==> src/rtl/rr_delay_arbiter.sv <==
// Round-robin arbiter feeding one shared registered 1-cycle delay stage.
// Ports: clk/reset, req_valid/req_ready/req_data per requester, out_valid/out_ready/out_data/out_id, xfer_count.
module rr_delay_arbiter #(
  parameter int NUM_REQ = 4,
  parameter int DATA_W  = 8,
  parameter int ID_W    = 2,
  parameter int CNT_W   = 16
) (
  input  logic                      clk,
  input  logic                      reset,
  input  logic [NUM_REQ-1:0]        req_valid,
  output logic [NUM_REQ-1:0]        req_ready,
  input  logic [NUM_REQ*DATA_W-1:0] req_data,
  output logic                      out_valid,
  input  logic                      out_ready,
  output logic [DATA_W-1:0]         out_data,
  output logic [ID_W-1:0]           out_id,
  output logic [CNT_W-1:0]          xfer_count
);

  localparam logic [ID_W:0] NREQ  = NUM_REQ[ID_W:0];
  localparam logic [ID_W:0] ONE_W = {{ID_W{1'b0}}, 1'b1};

  logic              out_valid_q, out_valid_d;
  logic [DATA_W-1:0] out_data_q, out_data_d;
  logic [ID_W-1:0]   out_id_q, out_id_d;
  logic [ID_W-1:0]   rr_ptr_q, rr_ptr_d;
  logic [CNT_W-1:0]  xfer_count_q, xfer_count_d;

  logic                 stage_free;
  logic                 any_valid;
  logic                 xfer;
  logic [2*NUM_REQ-1:0] dbl;
  logic [NUM_REQ-1:0]   rot;
  logic [ID_W-1:0]      off;
  logic                 found;
  logic [ID_W:0]        gsum;
  logic [ID_W-1:0]      grant;
  logic [ID_W:0]        nsum;
  logic [DATA_W-1:0]    win_data;

  assign stage_free = !out_valid_q || out_ready;
  assign any_valid  = |req_valid;
  assign xfer       = !reset && stage_free && any_valid;

  // Rotate so bit 0 is the requester at rr_ptr; first set bit is the offset.
  always_comb begin
    dbl   = {req_valid, req_valid} >> rr_ptr_q;
    rot   = dbl[NUM_REQ-1:0];
    off   = '0;
    found = 1'b0;
    for (int k = 0; k < NUM_REQ; k++) begin
      if (!found && rot[k]) begin
        off   = k[ID_W-1:0];
        found = 1'b1;
      end
    end
    gsum = {1'b0, rr_ptr_q} + {1'b0, off};
    if (gsum >= NREQ) gsum = gsum - NREQ;
    grant = gsum[ID_W-1:0];
  end

  always_comb begin
    req_ready = '0;
    win_data  = '0;
    for (int k = 0; k < NUM_REQ; k++) begin
      if (grant == k[ID_W-1:0]) begin
        req_ready[k] = xfer;
        win_data     = req_data[k*DATA_W +: DATA_W];
      end
    end
  end

  always_comb begin
    out_valid_d  = out_valid_q;
    out_data_d   = out_data_q;
    out_id_d     = out_id_q;
    rr_ptr_d     = rr_ptr_q;
    xfer_count_d = xfer_count_q;
    nsum         = {1'b0, grant} + ONE_W;
    if (nsum == NREQ) nsum = '0;
    if (xfer) begin
      out_valid_d  = 1'b1;
      out_data_d   = win_data;
      out_id_d     = grant;
      rr_ptr_d     = nsum[ID_W-1:0];
      xfer_count_d = xfer_count_q + CNT_W'(1);
    end else if (stage_free) begin
      out_valid_d = 1'b0;
    end
  end

  always_ff @(posedge clk) begin
    if (reset) begin
      out_valid_q  <= 1'b0;
      out_data_q   <= '0;
      out_id_q     <= '0;
      rr_ptr_q     <= '0;
      xfer_count_q <= '0;
    end else begin
      out_valid_q  <= out_valid_d;
      out_data_q   <= out_data_d;
      out_id_q     <= out_id_d;
      rr_ptr_q     <= rr_ptr_d;
      xfer_count_q <= xfer_count_d;
    end
  end

  assign out_valid  = out_valid_q;
  assign out_data   = out_data_q;
  assign out_id     = out_id_q;
  assign xfer_count = xfer_count_q;

endmodule

==> config.mk <==
export PLATFORM = sky130hd
export DESIGN_NAME = rr_delay_arbiter
export DESIGN_NICKNAME = d
export VERILOG_FILES = /design/src/rtl/rr_delay_arbiter.sv
export SDC_FILE = /design/constraint.sdc
export NUM_CORES = 1
export LEC_CHECK = 0
export ABC_AREA = 0
export CAP_MARGIN = 20
export CORE_ASPECT_RATIO = 0.5
export CORE_MARGIN = 3
export CORE_UTILIZATION = 40
export CTS_BUF_LIST = sky130_fd_sc_hd__clkbuf_16
export CTS_CLUSTER_SIZE = 25
export DETAILED_ROUTE_END_ITERATION = 10
export PLACE_DENSITY = 0.83
export SYNTH_ARGS = -nofsm -noshare
export SYNTH_HDL_FRONTEND = slang
export SYNTH_SLANG_ARGS = --single-unit
==> constraint.sdc <==
create_clock -name clk -period 7.3 [get_ports clk]
set_clock_uncertainty 0.15 [all_clocks]
set_input_delay 1.825 -clock clk [delete_from_list [all_inputs] [get_ports clk]]
set_output_delay 1.825 -clock clk [all_outputs]
set_load 0.02 [all_outputs]
Word level (Yosys, flattened, before mapping)
Cells that the tools add are included.
{ "op_classes": {"n_eq_ne": 4, "order_cmp": 1, "mux": 18, "n_shift": 1, "reduce_logical": 14, "n_addsub": 4} }
{ "ops": {"columns": ["op", "count"], "rows": [
  ["$mux 8", 4],
  ["$add 16x1->16 const B", 1],
  ["$mux 1", 10],
  ["$mux 2", 4],
  ["$shr 8x2->4", 1],
  ["$logic_and 1x1->1", 5],
  ["$logic_not 1->1", 5],
  ["$eq 2x2->1 const B", 2],
  ["$reduce_or 4->1", 1],
  ["$add 2x1->3 const B", 1],
  ["$add 2x2->3", 1],
  ["$eq 3x3->1 const B", 1],
  ["$ge 3x3->1 const B", 1],
  ["$eq 2x1->1 const B", 1],
  ["$logic_not 2->1", 1],
  ["$reduce_bool 2->1", 1],
  ["$sub 2x1->2 const B", 1],
  ["$logic_or 1x1->1", 1]
]} }
{ "totals": {"ff_bits": 29} }

Longest topological paths before layout
{ "logic_depth": {"word_depth": 19, "depth_mapped": 16, "depth_no_buf": 14} }

Least setup slack after synthesis
No wires, ideal clock.
{ "synth_timing": {"kind": "input to output", "from": "input req_valid[0]", "to": "output req_ready[3]", "arrival_ps": 4100, "setup_slack_ps": 1225, "required_time_ps": 5325, "stages": 10, "cell_sequence": "buf_2 > or4_1 > o2111ai_1 > ha_1 > xnor2_1 > xor2_1 > ha_1 > buf_1 > clkbuf_1 > and2_1"} }
{ "synth_between": {"elab_chain_len": 16, "elab_cells_between_ends": 21} }
{ "synth_lines": {"columns": ["element", "line_no", "text"], "rows": [
  ["start, declared", "11", "input logic [NUM_REQ-1:0] req_valid,"],
  ["$shr 8x2->4 (*)", "48", "dbl = {req_valid, req_valid} >> rr_ptr_q;"],
  ["$mux 1", "53", "if (!found && rot[k]) begin"],
  ["$logic_not 1->1", "53", null],
  ["$logic_and 1x1->1", "53", null],
  ["$mux 1", "53", null],
  ["$logic_not 1->1", "53", null],
  ["$logic_and 1x1->1", "53", null],
  ["$mux 1", "53", null],
  ["$logic_not 1->1", "53", null],
  ["$logic_and 1x1->1", "53", null],
  ["$mux 2 (*)", "53", null],
  ["$add 2x2->3 (*)", "58", "gsum = {1'b0, rr_ptr_q} + {1'b0, off};"],
  ["$ge 3x3->1 / $sub 2x1->2 (equally long branches)", "59", "if (gsum >= NREQ) gsum = gsum - NREQ;"],
  ["$mux 2 (*)", "59", null],
  ["via gsum[1]", "37", "logic [ID_W:0] gsum;"],
  ["$eq 2x2->1 (*)", "67", "if (grant == k[ID_W-1:0]) begin"],
  ["$mux 1 (*)", "67", null],
  ["end, declared", "12", "output logic [NUM_REQ-1:0] req_ready,"]
]} }
Mark *: on every way through the listed nets, which the timed path passes. The rest lies on a longest branch.

Worst setup path after layout
{ "layout_timing": {"from": "input req_valid[1]", "to": "output req_ready[2]"} }
Same word-level chain as after synthesis.

==> flow_summary.yaml <==
clock_network:
  htree_levels: 2
  cts_tree: "done"
  cts_root_buf: "clkbuf_16"
  cts_max_path_buffers: 2
  cts_buffers: 5
  clock-sinks: 29
  clk_pin_slew_ns: 0.05
  worstSkewPairLatency_ns: 0.27
hold_path:
  hold_class: "register to register"
  min_from: "out_id[0]"
global_routing:
  grt_pass1_vias: 1619
  grt_pass1_wl_um: 7769
  grt-ovfl-total: 0
  track_usage_pct: 19.36
  antenna_found_initial: 0
  grt_max_degree: 31
setup_path:
  ff2ff_setup_slack_ns: 3.90
  critPathLaunchType: "input port"
  end_kind: "output port"
  slowest_delay_ns: 0.62
  cp_common_cell: "clkdlybuf4s50_1"
  r2r_end: "out_data[2]"
  crit_end: "req_ready[2]"
  ff2ff_path_depth: 14
  slowest_stage: "clkdlybuf4s50_1"
  critPathKind: "input port to output port"
  rr_startpoint: "rr_ptr_q[0]"
  startpoint: "req_valid[1]"
  crit_required_ns: 5.33
  crit_path_cell_trace: "clkdlybuf4s50_1 > nor2b_1 > a22oi_1 > o2111ai_1 > ha_1 > xnor2_1 > xor2_1 > ha_2 > and2_1 > clkdlybuf4s50_1"
  cp.arrival_ns: 4.98
  crit_fanout: 17
pwr:
  p_per_area_nw_per_um2: 321.6
  leakagePower_nw: 0.9002
  netSwitchingFraction_pct: 35.97
  p_comb_share_pct: 47.0
  p_clk_share_pct: 27.5
  power_frac_seq_pct: 25.4
  ir_drop_mv: 0.1198
  netSwitchingPower_w: 0.0002929
  intPower_w: 0.0005215
logic_synthesis:
  post_synth_num_cell_types: 36
  syn_inst: 211
  netlist_area_um2: 1655
  synth_warnings: 0
  ys_seq_area_share_pct: 35.07
  synth_nets: 256
  synth-seq-cells: 29
  avgSynthCellArea_um2: 7.845
floorplan:
  die_y_um: 51.49
  rows: 15
  die-area_um2: 4993
  start_util_pct: 44.77
  core_area_um2: 3697
  io_pins: 70
  die_w_um: 96.98
outcome:
  status: "finished, final reports clean"
routing:
  dr.pass1.iters: 4
  first_iter_violations: 67
  viasPerCell: 5.340
  vias: 1741
  drcViolationCount: 0
  wire_per_inst_um: 14.49
  ant_nets: 0
  wirelength_um: 4723
placement:
  gp_congestion: 0.8241
  place_hpwl_um: 3461
  place_area_um2: 2370
  io_buffers: 69
  place_ws_ns: 0.2972
finish:
  final_net_count: 320
  fillerInstances: 296
  multi_input_area_um2: 1003
  postLayoutCellArea_um2: 2532
  area_growth_pct: 52.99
  post_route_cells_drive_above_1_share_pct: 5.091
  ff_latch_area_um2: 580.6
  n_antenna_cell: 0
sta:
  report.final.slew_viol_count: 0
  maxSlewHeadroom_pct: 28.13
  tns_ns: 0
  setup_slack_ns: 0.3426
  rsz0062_at_grt: "no"
  fin_crit_ns: 6.957
  hold_violations: 0
  fin_crit_sh_pct: 95.31
  tightestPinTransition_ns: 1.074
  finalSetupViolations: 0
  clock.fmax_ghz: 0.1437
flow_run:
  cap_viol_max_count: 0
[how the worst min path moves through the flow]
stage / to / cells after the start
3_5_place_dp: out_id[0] / 2
6_report: out_id[0] / 2
3_3_place_gp: out_id[0] / 2
2_1_floorplan: out_id[0] / 2
4_1_cts: out_id[0] / 2
5_1_grt: out_id[0] / 2
[flip-flops by register name (all words and copies together) (netlist names)]
signal and cells:
out_data 8, out_valid 1, out_id 2, xfer_count 16, rr_ptr_q 2
[kinds of logic (layout without fill, tap and decap cells)]
family / Yosys count / after routing / synth area share (%)
xor+xnor: 16 / 16 / 8.465
compound gates: 36 / 36 / 14.97
buf+inv: 18 / 82 / 4.459
flops: 29 / 29 / 35.07
fa+ha+maj: 6 / 6 / 4.535
simple gates: 106 / 106 / 32.50
[metrics by stage]
step,hold slack (ns),std cells,utilization [%],power (W)
after floorplan,0.3834,211,-,0.0004538
final,0.3145,326,68.49,0.0008144
after global routing,0.3426,326,68.49,0.0008664
after detailed placement,0.3038,319,64.09,0.0005863
after CTS,0.3110,326,68.43,0.0008158
after global placement,0.3052,319,64.09,0.0005736
[routing by layer]
| metal | global-route usage, % | share of wire [%] | up-vias |
|---|---|---|---|
| met5 | 0 | 0 | - |
| met4 | 3.497 | 0.30 | 0 |
| li1 | - | - | 876 |
| met3 | 6.693 | 7.7 | 2 |
| met1 | 24.67 | 46 | 795 |
| met2 | 32.53 | 46 | 68 |
[Yosys cell counts (all sizes together)]
master / number / area share [%]
a211oi: 7 / 3.2
a21oi: 9 / 2.7
a221oi: 7 / 3.7
o21a: 1 / 0.45
nand3b: 2 / 0.91
xor2: 6 / 3.2
o31ai: 1 / 0.45
o21ai: 5 / 1.5
inv: 3 / 0.68
o211ai: 1 / 0.45
clkbuf: 9 / 2.0
a22oi: 1 / 0.45
and4: 1 / 0.53
or4: 2 / 0.91
o2111ai: 2 / 1.1
o2bb2ai: 1 / 0.53
o21bai: 1 / 0.45
ha: 6 / 4.5
nand3: 4 / 1.2
nor2: 33 / 7.5
nand4: 4 / 1.5
dfxtp: 29 / 35
buf: 6 / 1.7
nor4: 2 / 1.1
nor3b: 1 / 0.45
or3: 3 / 1.1
nor3: 21 / 7.0
xnor2: 10 / 5.3
nand2: 16 / 3.6
nor2b: 11 / 4.2
nor4bb: 1 / 0.60
or2: 1 / 0.38
and2: 4 / 1.5
[layout by cell type (no fill, tap or decap), drive strengths merged, types with 2 or more instances in the layout]
master and count:
nor2b 11, o2111ai 2, xor2 6, clkbuf 5, nor4 2, nor2 33
and2 4, a211oi 7, a221oi 7, clkdlybuf4s50 69, nor3 21, nand3b 2
buf 3, xnor2 10, ha 6, nand3 4, dfxtp 29, or4 2
or3 3, nand2 16, o21ai 5, a21oi 9, inv 3, nand4 4
[layout make-up]
type	count	share of cell area, %
inverter	3	0.4447
timing repair buffer	72	28.16
tap	51	2.520
multi-input combinational	164	39.62
sequential	29	22.92
clock inverter	2	1.383
clock buffer	5	4.941
[power groups by stage]
stage	logic [W]	registers, W	clock network, W
6_report	0.000383	0.000207	0.000224
5_1_grt	0.000417	0.000211	0.000238
4_1_cts	0.000380	0.000207	0.000229
3_5_place_dp	0.000376	0.000210	0
3_3_place_gp	0.000365	0.000209	0
2_1_floorplan	0.000221	0.000232	0
[critical path, delay by kind of cell]
kind            cells  cell delay, ns
buf+inv             2            1.22
xor+xnor            2            0.61
fa+ha+maj           2            0.60
compound gates      2            0.42
simple gates        2            0.29
[timing repair]
item	CTS	global route
setup buffers	0	0
endpoints found under the hold margin	0	0
hold buffers	0	0
endpoints found under the setup margin	0	1
resized for setup	0	1
No activity file was read; power rests on OpenSTA's default activity.
